<file path="config.mk">
export PLATFORM = sky130hd
export DESIGN_NAME = dice_roller_ndigit
export DESIGN_NICKNAME = d
export VERILOG_FILES = /design/src/rtl/dice_pkg.sv /design/src/rtl/dice_debounce.sv /design/src/rtl/dice_roller_ndigit.sv
export SDC_FILE = /design/constraint.sdc
export NUM_CORES = 1
export LEC_CHECK = 0
export ABC_AREA = 1
export BUFFER_PORTS_ARGS = -buffer_cell sky130_fd_sc_hd__buf_2
export CELL_PAD_IN_SITES_DETAIL_PLACEMENT = 0
export CELL_PAD_IN_SITES_GLOBAL_PLACEMENT = 2
export CORE_AREA = 2 2 87 172
export CTS_CLUSTER_SIZE = 16
export DETAILED_ROUTE_END_ITERATION = 7
export DIE_AREA = 0 0 89 174
export PLACE_DENSITY_LB_ADDON = 0.1
export SYNTH_ARGS = -nofsm -noshare
export SYNTH_HDL_FRONTEND = slang
export SYNTH_SLANG_ARGS = --single-unit
export TNS_END_PERCENT = 10
</file>
<file path="constraint.sdc">
create_clock -name clk -period 2.65 [get_ports clk]
set_input_delay 0.3975 -clock clk [delete_from_list [all_inputs] [get_ports clk]]
set_output_delay 0.3975 -clock clk [all_outputs]
set_load 0.005 [all_outputs]
</file>
<file path="src/rtl/dice_pkg.sv">
// Shared constants, state type and 7-segment encoder for the multi-die roller.
package dice_pkg;

    // Die sides per button channel, stored as 4-digit BCD.
    localparam logic [15:0] DIE_SIDES [0:7] = '{
        16'h0004, 16'h0006, 16'h0008, 16'h0010,
        16'h0012, 16'h0020, 16'h0100, 16'h0002
    };

    typedef enum logic {
        IDLE = 1'b0,
        ROLL = 1'b1
    } roll_state_e;

    // Segment order {g,f,e,d,c,b,a}, active high.
    function automatic logic [6:0] seg7(input logic [3:0] d);
        logic [6:0] s;
        case (d)
            4'd0:    s = 7'h3F;
            4'd1:    s = 7'h06;
            4'd2:    s = 7'h5B;
            4'd3:    s = 7'h4F;
            4'd4:    s = 7'h66;
            4'd5:    s = 7'h6D;
            4'd6:    s = 7'h7D;
            4'd7:    s = 7'h07;
            4'd8:    s = 7'h7F;
            4'd9:    s = 7'h6F;
            default: s = 7'h00;
        endcase
        return s;
    endfunction

endpackage

</file>
<file path="src/rtl/dice_debounce.sv">
// One button channel: 2-flop synchroniser and tick-sampled run-length debouncer.
module dice_debounce #(
    parameter int DEB_SAMPLES = 3
) (
    input  logic clk,
    input  logic rst_n,
    input  logic raw,
    input  logic tick,
    output logic level
);

    logic [1:0] sync;
    logic [2:0] run;

    always_ff @(posedge clk or negedge rst_n) begin
        if (!rst_n) begin
            sync  <= 2'b00;
            run   <= 3'd0;
            level <= 1'b0;
        end else begin
            sync <= {sync[0], raw};
            if (tick) begin
                if (sync[1] == level) begin
                    run <= 3'd0;
                end else if (run == 3'(DEB_SAMPLES - 1)) begin
                    level <= ~level;
                    run   <= 3'd0;
                end else begin
                    run <= run + 3'd1;
                end
            end
        end
    end

endmodule

</file>
<file path="src/rtl/dice_roller_ndigit.sv">
// Multi-die electronic dice: debounced buttons, bounded BCD roll counter and
// a scanned seven-segment display with leading-zero blanking.
module dice_roller_ndigit
    import dice_pkg::*;
#(
    parameter int NDIGITS     = 3,
    parameter int NBTN        = 8,
    parameter int PRESCALE    = 10,
    parameter int DEB_SAMPLES = 3
) (
    input  logic                 clk,
    input  logic                 rst_n,
    input  logic [NBTN-1:0]      btn,
    input  logic                 seg_inv,
    input  logic                 dig_inv,
    output logic [7:0]           seg,
    output logic [NDIGITS-1:0]   dig_en,
    output logic [4*NDIGITS-1:0] result,
    output logic                 busy
);

    localparam int W  = 4 * NDIGITS;
    localparam int IW = $clog2(NDIGITS);

    if (NDIGITS < 2 || NDIGITS > 4) begin : g_bad_ndigits
        $error("NDIGITS must be 2..4");
    end
    if (NBTN < 1 || NBTN > 8) begin : g_bad_nbtn
        $error("NBTN must be 1..8");
    end
    if (DEB_SAMPLES < 2 || DEB_SAMPLES > 7) begin : g_bad_deb
        $error("DEB_SAMPLES must be 2..7");
    end
    for (genvar i = 0; i < NBTN; i++) begin : g_side_chk
        if ((DIE_SIDES[i] >> (4 * NDIGITS)) != 16'h0000) begin : g_too_wide
            $error("DIE_SIDES entry does not fit in NDIGITS digits");
        end
    end

    // Reset asserts asynchronously but releases two clocks later, on clk.
    logic [1:0] rst_pipe;
    logic       rst_int_n;

    always_ff @(posedge clk or negedge rst_n) begin
        if (!rst_n) rst_pipe <= 2'b00;
        else        rst_pipe <= {rst_pipe[0], 1'b1};
    end
    assign rst_int_n = rst_pipe[1];

    logic [PRESCALE-1:0] presc;
    logic                tick;

    always_ff @(posedge clk or negedge rst_int_n) begin
        if (!rst_int_n) presc <= '0;
        else            presc <= presc + 1'b1;
    end
    assign tick = (presc == '0);

    logic [NBTN-1:0] levels;
    logic            any;

    for (genvar i = 0; i < NBTN; i++) begin : g_deb
        dice_debounce #(.DEB_SAMPLES(DEB_SAMPLES)) u_deb (
            .clk   (clk),
            .rst_n (rst_int_n),
            .raw   (btn[i]),
            .tick  (tick),
            .level (levels[i])
        );
    end
    assign any = |levels;

    logic [2:0] low_sel;
    always_comb begin
        low_sel = 3'd0;
        for (int i = NBTN - 1; i >= 0; i--) begin
            if (levels[i]) low_sel = 3'(i);
        end
    end

    roll_state_e state, state_next;
    logic        load, step;
    logic [2:0]  sel;
    logic [W-1:0] value, value_dec, sides_new, sides_cur;

    always_ff @(posedge clk or negedge rst_int_n) begin
        if (!rst_int_n) state <= IDLE;
        else            state <= state_next;
    end

    always_comb begin
        state_next = state;
        case (state)
            IDLE:    if (any)  state_next = ROLL;
            ROLL:    if (!any) state_next = IDLE;
            default: state_next = IDLE;
        endcase
    end

    always_comb begin
        busy = (state == ROLL);
        load = (state == IDLE) && any;
        step = (state == ROLL) && any;
    end

    assign sides_new = DIE_SIDES[low_sel][W-1:0];
    assign sides_cur = DIE_SIDES[sel][W-1:0];

    // BCD decrement: a zero digit becomes 9 and passes the borrow upward.
    always_comb begin
        logic borrow;
        borrow    = 1'b1;
        value_dec = value;
        for (int d = 0; d < NDIGITS; d++) begin
            if (borrow) begin
                if (value[4*d +: 4] == 4'd0) begin
                    value_dec[4*d +: 4] = 4'd9;
                end else begin
                    value_dec[4*d +: 4] = value[4*d +: 4] - 4'd1;
                    borrow              = 1'b0;
                end
            end
        end
    end

    always_ff @(posedge clk or negedge rst_int_n) begin
        if (!rst_int_n) begin
            sel   <= 3'd0;
            value <= W'(1);
        end else if (load) begin
            sel   <= low_sel;
            value <= sides_new;
        end else if (step) begin
            value <= (value == W'(1)) ? sides_cur : value_dec;
        end
    end
    assign result = value;

    // lit[i]: digit i is shown; upper digits go dark while they and all above are 0.
    logic [NDIGITS-1:0] lit;
    always_comb begin
        logic acc;
        acc = 1'b0;
        lit = '0;
        for (int i = NDIGITS - 1; i >= 1; i--) begin
            acc    = acc | (value[4*i +: 4] != 4'd0);
            lit[i] = acc;
        end
        lit[0] = 1'b1;
    end

    logic [IW-1:0]      idx;
    logic [7:0]         seg_reg;
    logic [NDIGITS-1:0] dig_reg;

    always_ff @(posedge clk or negedge rst_int_n) begin
        if (!rst_int_n) begin
            idx     <= '0;
            seg_reg <= 8'h00;
            dig_reg <= '0;
        end else begin
            idx <= (idx == IW'(NDIGITS - 1)) ? '0 : idx + 1'b1;
            if (!busy && lit[idx]) begin
                seg_reg <= {1'b0, seg7(value[4*idx +: 4])};
                dig_reg <= NDIGITS'(1) << idx;
            end else begin
                seg_reg <= 8'h00;
                dig_reg <= '0;
            end
        end
    end

    assign seg    = seg_reg ^ {8{seg_inv}};
    assign dig_en = dig_reg ^ {NDIGITS{dig_inv}};

endmodule

</file>
# [Word level (Yosys, flattened, before mapping)]
# Memories as Yosys holds them, arrays and structs flattened.
# Cells that the tools add are included.
[classes] n_addsub=13 magnitude_cmp=3 n_eq_ne=18 n_shift=2 muxes=45 n_bitwise=22 n_reduce_logical=24
[ops] op="2-to-1 mux 12 bit" count=7
[ops] op="2-to-1 mux 3 bit" count=25
[ops] op="adder 3 x 1 -> 3 bit, second input constant" count=8
[ops] op="== test 3 x 2 -> 1 bit, second input constant" count=8
[ops] op="AND reduction 3 bit" count=8
[ops] op="2-to-1 mux 4 bit" count=5
[ops] op="inverter 1 bit" count=17
[ops] op="== test 12 x 1 -> 1 bit, second input constant" count=1
[ops] op="logical NOT 4 bit" count=3
[ops] op="indexed part select 12 x 5 -> 4 bit" count=1
[ops] op="subtractor 4 x 1 -> 4 bit, second input constant" count=3
[ops] op="adder 10 x 1 -> 10 bit, second input constant" count=1
[ops] op="logical NOT 10 bit" count=1
[ops] op="== test 1 bit" count=8
[ops] op=">= comparator 4 bit, second input constant" count=2
[ops] op="inverter 3 -> 4 bit" count=2
[ops] op="nonzero test 4 bit" count=2
[ops] op="OR reduction 8 bit" count=1
[ops] op="XOR 7 x 8 -> 8 bit" count=1
[ops] op="2-to-1 mux 7 bit" count=1
[ops] op="nonzero test 3 bit" count=2
[ops] op="2-to-1 mux 1 bit" count=5
[ops] op="AND reduction 2 bit" count=2
[ops] op="logical AND 1 bit" count=3
[ops] op="other kinds (10)" count=10
[totals] ff_bits=88 romBits=368 inputBits=12 out_inout_bits=24 mem_count=3
[mem_list] name="(name not given)" words=8 word_bits=16 rd=1 rd_clocked_by_memory_dff=0 write_ports=0 line_no="dice_roller_ndigit.sv:107" source="assign sides_cur = DIE_SIDES[sel][W-1:0];"
[mem_list] name="(name not given)" words=8 word_bits=16 rd=1 rd_clocked_by_memory_dff=0 write_ports=0 line_no="dice_roller_ndigit.sv:106" source="assign sides_new = DIE_SIDES[low_sel][W-1:0];"
[mem_list] name="(name not given)" words=16 word_bits=7 rd=1 rd_clocked_by_memory_dff=0 write_ports=0 line_no="dice_pkg.sv:18" source="case (d)"

# [Logic depth before layout (Yosys ltp)]
[logic_depth] word_depth=13 depth_mapped=16 mapped_depth_nobuf=16

# [By module]
# From an unflattened synthesis, not the netlist that was laid out.
[hier_totals] cells_unflattened=603 area_unflattened_um2=4803.4
[modules_own_cells] mod="dice_roller_ndigit" n_inst=1 cells_each=307 area_each_um2=2571.2 seq_area_each_um2=1002.2
[modules_own_cells] mod="dice_debounce" n_inst=8 cells_each=37 area_each_um2=279.0 seq_area_each_um2=150.1

# [Worst setup path before layout]
# OpenSTA, ideal clock, no wires.
[synth_timing] kind="register to register" from="reg g_deb[4].u_deb.level" to="reg value[1], in the netlist result[1]" setup_time_ns=0.124 t_arrival_ns=1.523 required_ns=2.526 setup_slack_ns=1.004 path_stages_with_launch=11 path_buffers=0 period_less_slack_ns=1.646 path_cell_list="dfrtp_1 > nor2_1 > o21ai_0 > a21oi_1 > inv_1 > ha_1 > inv_1 > nand4_1 > nand2_1 > a21oi_1 > a21oi_1"
[synth_between] elab_chain_cells=10
[synth_rtl] item="start, declared" line_no="dice_debounce.sv:9" source="output logic level"
[synth_rtl] item="start signal, assigned" line_no="dice_debounce.sv:26" source="level <= ~level;"
[synth_rtl] item="2-to-1 mux 3 bit (5 in a row)" line_no="dice_roller_ndigit.sv:77" source="if (levels[i]) low_sel = 3'(i);"
[synth_rtl] item="inverter 3 -> 4 bit (not written as such)" line_no="dice_roller_ndigit.sv:106"
[synth_rtl] item="memory (8 x 16 bit)"
[synth_rtl] item="2-to-1 mux 12 bit (not written as such) (2 in a row)" line_no="dice_roller_ndigit.sv:106"
[synth_rtl] item="2-to-1 mux 12 bit" line_no="dice_roller_ndigit.sv:130" source="end else if (load) begin"
[synth_rtl] item="end signal, assigned" line_no="dice_roller_ndigit.sv:132" source="value <= sides_new;"
[synth_rtl] item="end signal, assigned" line_no="dice_roller_ndigit.sv:134" source="value <= (value == W'(1)) ? sides_cur : value_dec;"
[synth_rtl] item="end, declared" line_no="dice_roller_ndigit.sv:84" source="logic [W-1:0] value, value_dec, sides_new, sides_cur;"
# Parallel ways exist; a longest one is shown, timed or not. The select of a mux whose other input is x is not followed.
# A chain may end at the register's enable or synchronous reset.

# [Final worst setup path]
# Ends and elaborated chain as after synthesis.

==> metrics.md <==
| Metric | Value |
|---|---|
| Grt total ovfl | `0` |
| Slew Viols, Final | `0` |
| Largest net degree at the start of global routing | `53` |
| Remaining DRCs | `0` |
| Post-route ant nets | `0` |
| Clock Latency Late Sink | `0.34 ns` |
| Fin nets | `between 600 and 700` |
| Final Cycle Share | `70.4%` |
| Mapped Cells | `around 550` |
| Port Buffers | `35` |
| Cts hold-fix bufs | `1` |
| Critical path capture point type | `flip-flop` |
| Layout cells sized above 1 | `15.5%` |
| H-tree Lvls | `3` |
| Clock sinks | `88` |
| Vias in the first global route | `3,796` |
| Worst vdd ir | `280 µV` |
| Synth cell types | `36` |
| Max reg flops | `24` |
| Worst r2r src | `g_deb[4].u_deb.level` |
| Largest reg by FF count | `g_deb.u_deb.run` |
| Sequential share of the synthesized area | `48.1%` |
| Cell taking the most area after synthesis | `dfrtp_1` |
| # Max-Cap Violations | `0` |
| Footprint of the multi-input gates | `about 2100 µm²` |
| Top-area cell type share of the netlist area | `between 40% and 50%` |
| Yosys reg bits | `88` |
| Max FO, Critical Path | `4` |
| Leakage | `about 2.7 nW` |
| Sequential cell area | `~2200 µm²` |
| Type of the most critical hold path | `in2reg` |
| Critical path type | `reg2reg` |
| Total CTS buffers | `9` |
| Max clock buf depth | `2` |
| Fin crit period | `1.87 ns` |
| Vias | `about 3,600` |
| First-pass GRT wire length | `18.2 mm` |
| Top cells by area, synth | `dfrtp_1, nand2_1, xor2_1` |
| Flop2flop setup slack | `0.78 ns` |
| Wire per inst | `13.8 µm` |
| Fill cell count | `~1,500` |
| Post-synth EDFFs | `0` |
| Endpoints failing setup | `0` |
| Syn_nets | `573` |
| DPL Wire Length | `8.33 mm` |
| Outcome | `complete, no violations` |
| Clock root buffer | `clkbuf_16` |
| GRT Util Overall | `15.4%` |
| Critical path arrival | `between 2 and 2.5 ns` |
| Chip height | `174 µm` |
| Worst reg-to-reg path cell count | `10` |
| Setup crit start kind | `flip-flop` |
| Ant. Diodes | `0` |
| Hold Path Cell Cnt | `1` |
| Top Ports | `36` |
| Drt total wl | `around 11 mm` |
| Starting DRC count in detailed routing | `134` |
| RSZ-0062 raised after global routing | `no` |
| Synth Flop Type | `dfrtp_1` |
| Hold Fails Final Rpt | `0` |
| Setup TNS after final layout | `0 ns` |
| Core Box Area | `14,300 µm²` |
| Power per cell area | `520 nW/µm²` |
| Max Fclk | `536 MHz` |
| Cell area after synthesis | `4580 µm²` |
| Clock slew at reported path FFs | `0.07 ns` |
| Routability cong. | `~0.83` |
| Starting Density | `32.1%` |
| Antenna violations before repair | `0` |
| Die ar. | `15,500 µm²` |
| Async SR Flop Fraction | `between 90% and 100%` |
| Mapped Avg Cell Area | `8.39 µm²` |
| Via density | `4.61` |
| Core Rows | `62` |
| Clk_skew | `0.0122 ns` |
| 1st-pass router iterations | `4` |
| CTS resizes | `0` |
| Ys Warns | `0` |
| Die Width | `89 µm` |
| Hold path startpoint | `btn[7]` |
| R2r endpoint | `result[1]` |
| WHS Endpoint | `g_deb[7].u_deb.sync[0]` |
| Layout area overhead | `16.0%` |
| Setup bufs post-CTS | `0` |
| Critical Path RT | `2.87 ns` |
| CTS tree | `done` |
| Layout Utilization | `a little under two fifths` |
-- metrics by stage --
| step | hold WS, ns | total power [mW] | instances | area, µm² | worst slack (ns) |
|---|---|---|---|---|---|
| after floorplan | 0.102 | 1.45 | 546 | 4580 | 0.0192 |
| after global routing | 0.140 | 2.90 | 785 | 5320 | 0.556 |
| after CTS | 0.145 | 2.82 | 785 | 5320 | 0.784 |
| after global placement | 0.183 | 1.48 | 768 | 5000 | 0.830 |
| after detailed placement | 0.185 | 1.49 | 768 | 5000 | 0.798 |
| final | 0.157 | 2.76 | 785 | 5320 | 0.785 |
-- report_power, final --
group	internal (mW)	switching, mW
combinational	0.0279	0.0425
sequential	1.36	0.0222
clock	0.745	0.562
-- kinds of logic after synthesis --
group / count (synthesis) / synth area share [%]
and+or+nand+nor: 261 / 26.0
DFF: 88 / 48.1
AOI/OAI and AO/OA: 76 / 9.42
buffers and inverters: 75 / 6.55
xor gates and xnor gates: 30 / 5.73
adders and majority gates: 15 / 4.10
other: 1 / 0.0818
-- worst max-delay path by stage --
stage | from | end | slack (ns) | cells after the start
after floorplan | rst_pipe[1] | busy | 0.02 | 0
after global placement | g_deb[5].u_deb.level | result[4] | 0.83 | 9
after detailed placement | g_deb[5].u_deb.level | result[1] | 0.80 | 10
after CTS | g_deb[5].u_deb.level | result[1] | 0.78 | 10
after global routing | g_deb[4].u_deb.level | result[1] | 0.56 | 10
final | g_deb[4].u_deb.level | result[1] | 0.78 | 10
-- placed cells by master, fill, tap and decap left out, types with 7 or more instances in the layout --
master	synthesis	final
inv_2	9	9
nand2_1	134	134
o21ai_0	42	42
a21oi_1	22	22
nand2_2	8	8
nor2_1	56	56
nand3_1	35	35
dfrtp_1	87	86
clkbuf_16	0	9
inv_1	56	56
xor2_1	26	26
nor3_1	7	7
ha_1	15	15
buf_2	3	35
-- cells in the mapped netlist (2+ instances only) --
| cell type | instances |
|---|---|
| nor3_1 | 7 |
| nand3_1 | 35 |
| xnor2_1 | 4 |
| nand2_1 | 134 |
| nand4_1 | 5 |
| nor2_8 | 2 |
| nor2_4 | 3 |
| a21oi_1 | 22 |
| buf_2 | 3 |
| nor2_1 | 56 |
| inv_2 | 9 |
| xor2_1 | 26 |
| ha_1 | 15 |
| nand2_4 | 4 |
| o21ai_2 | 2 |
| clkbuf_1 | 2 |
| o21ai_1 | 3 |
| o211ai_1 | 3 |
| nor3_2 | 2 |
| buf_4 | 4 |
| o21ai_0 | 42 |
| dfrtp_1 | 87 |
| inv_1 | 56 |
| nand2_2 | 8 |
-- layer usage --
layer  routed length [µm]  vias to the layer above  GRT usage (%)
met5                    0                        -              0
met4                  471                        0           7.84
met3                  258                       22           2.42
met2                 6200                       59           28.9
met1                 3900                     1733           15.6
li1                     -                     1807              -
-- area by class of cell --
type                       count  share of cell area, %
tap                          192                   4.52
clock buffer                  10                   4.31
clock inverter                 6                   1.39
timing repair buffer          40                   4.52
sequential                    88                   41.5
inverter                      66                   4.66
multi-input combinational    383                   39.1
-- worst max-delay path, stage by stage (launching register included) --
cell	delay, ns
dfrtp_1	0.41
nor2_1	0.15
o21ai_0	0.11
a21oi_1	0.29
inv_1	0.15
ha_1	0.29
inv_1	0.03
nand4_1	0.07
nand2_1	0.05
a21oi_1	0.12
a21oi_1	0.07
(Power assumes the default switching activity.)
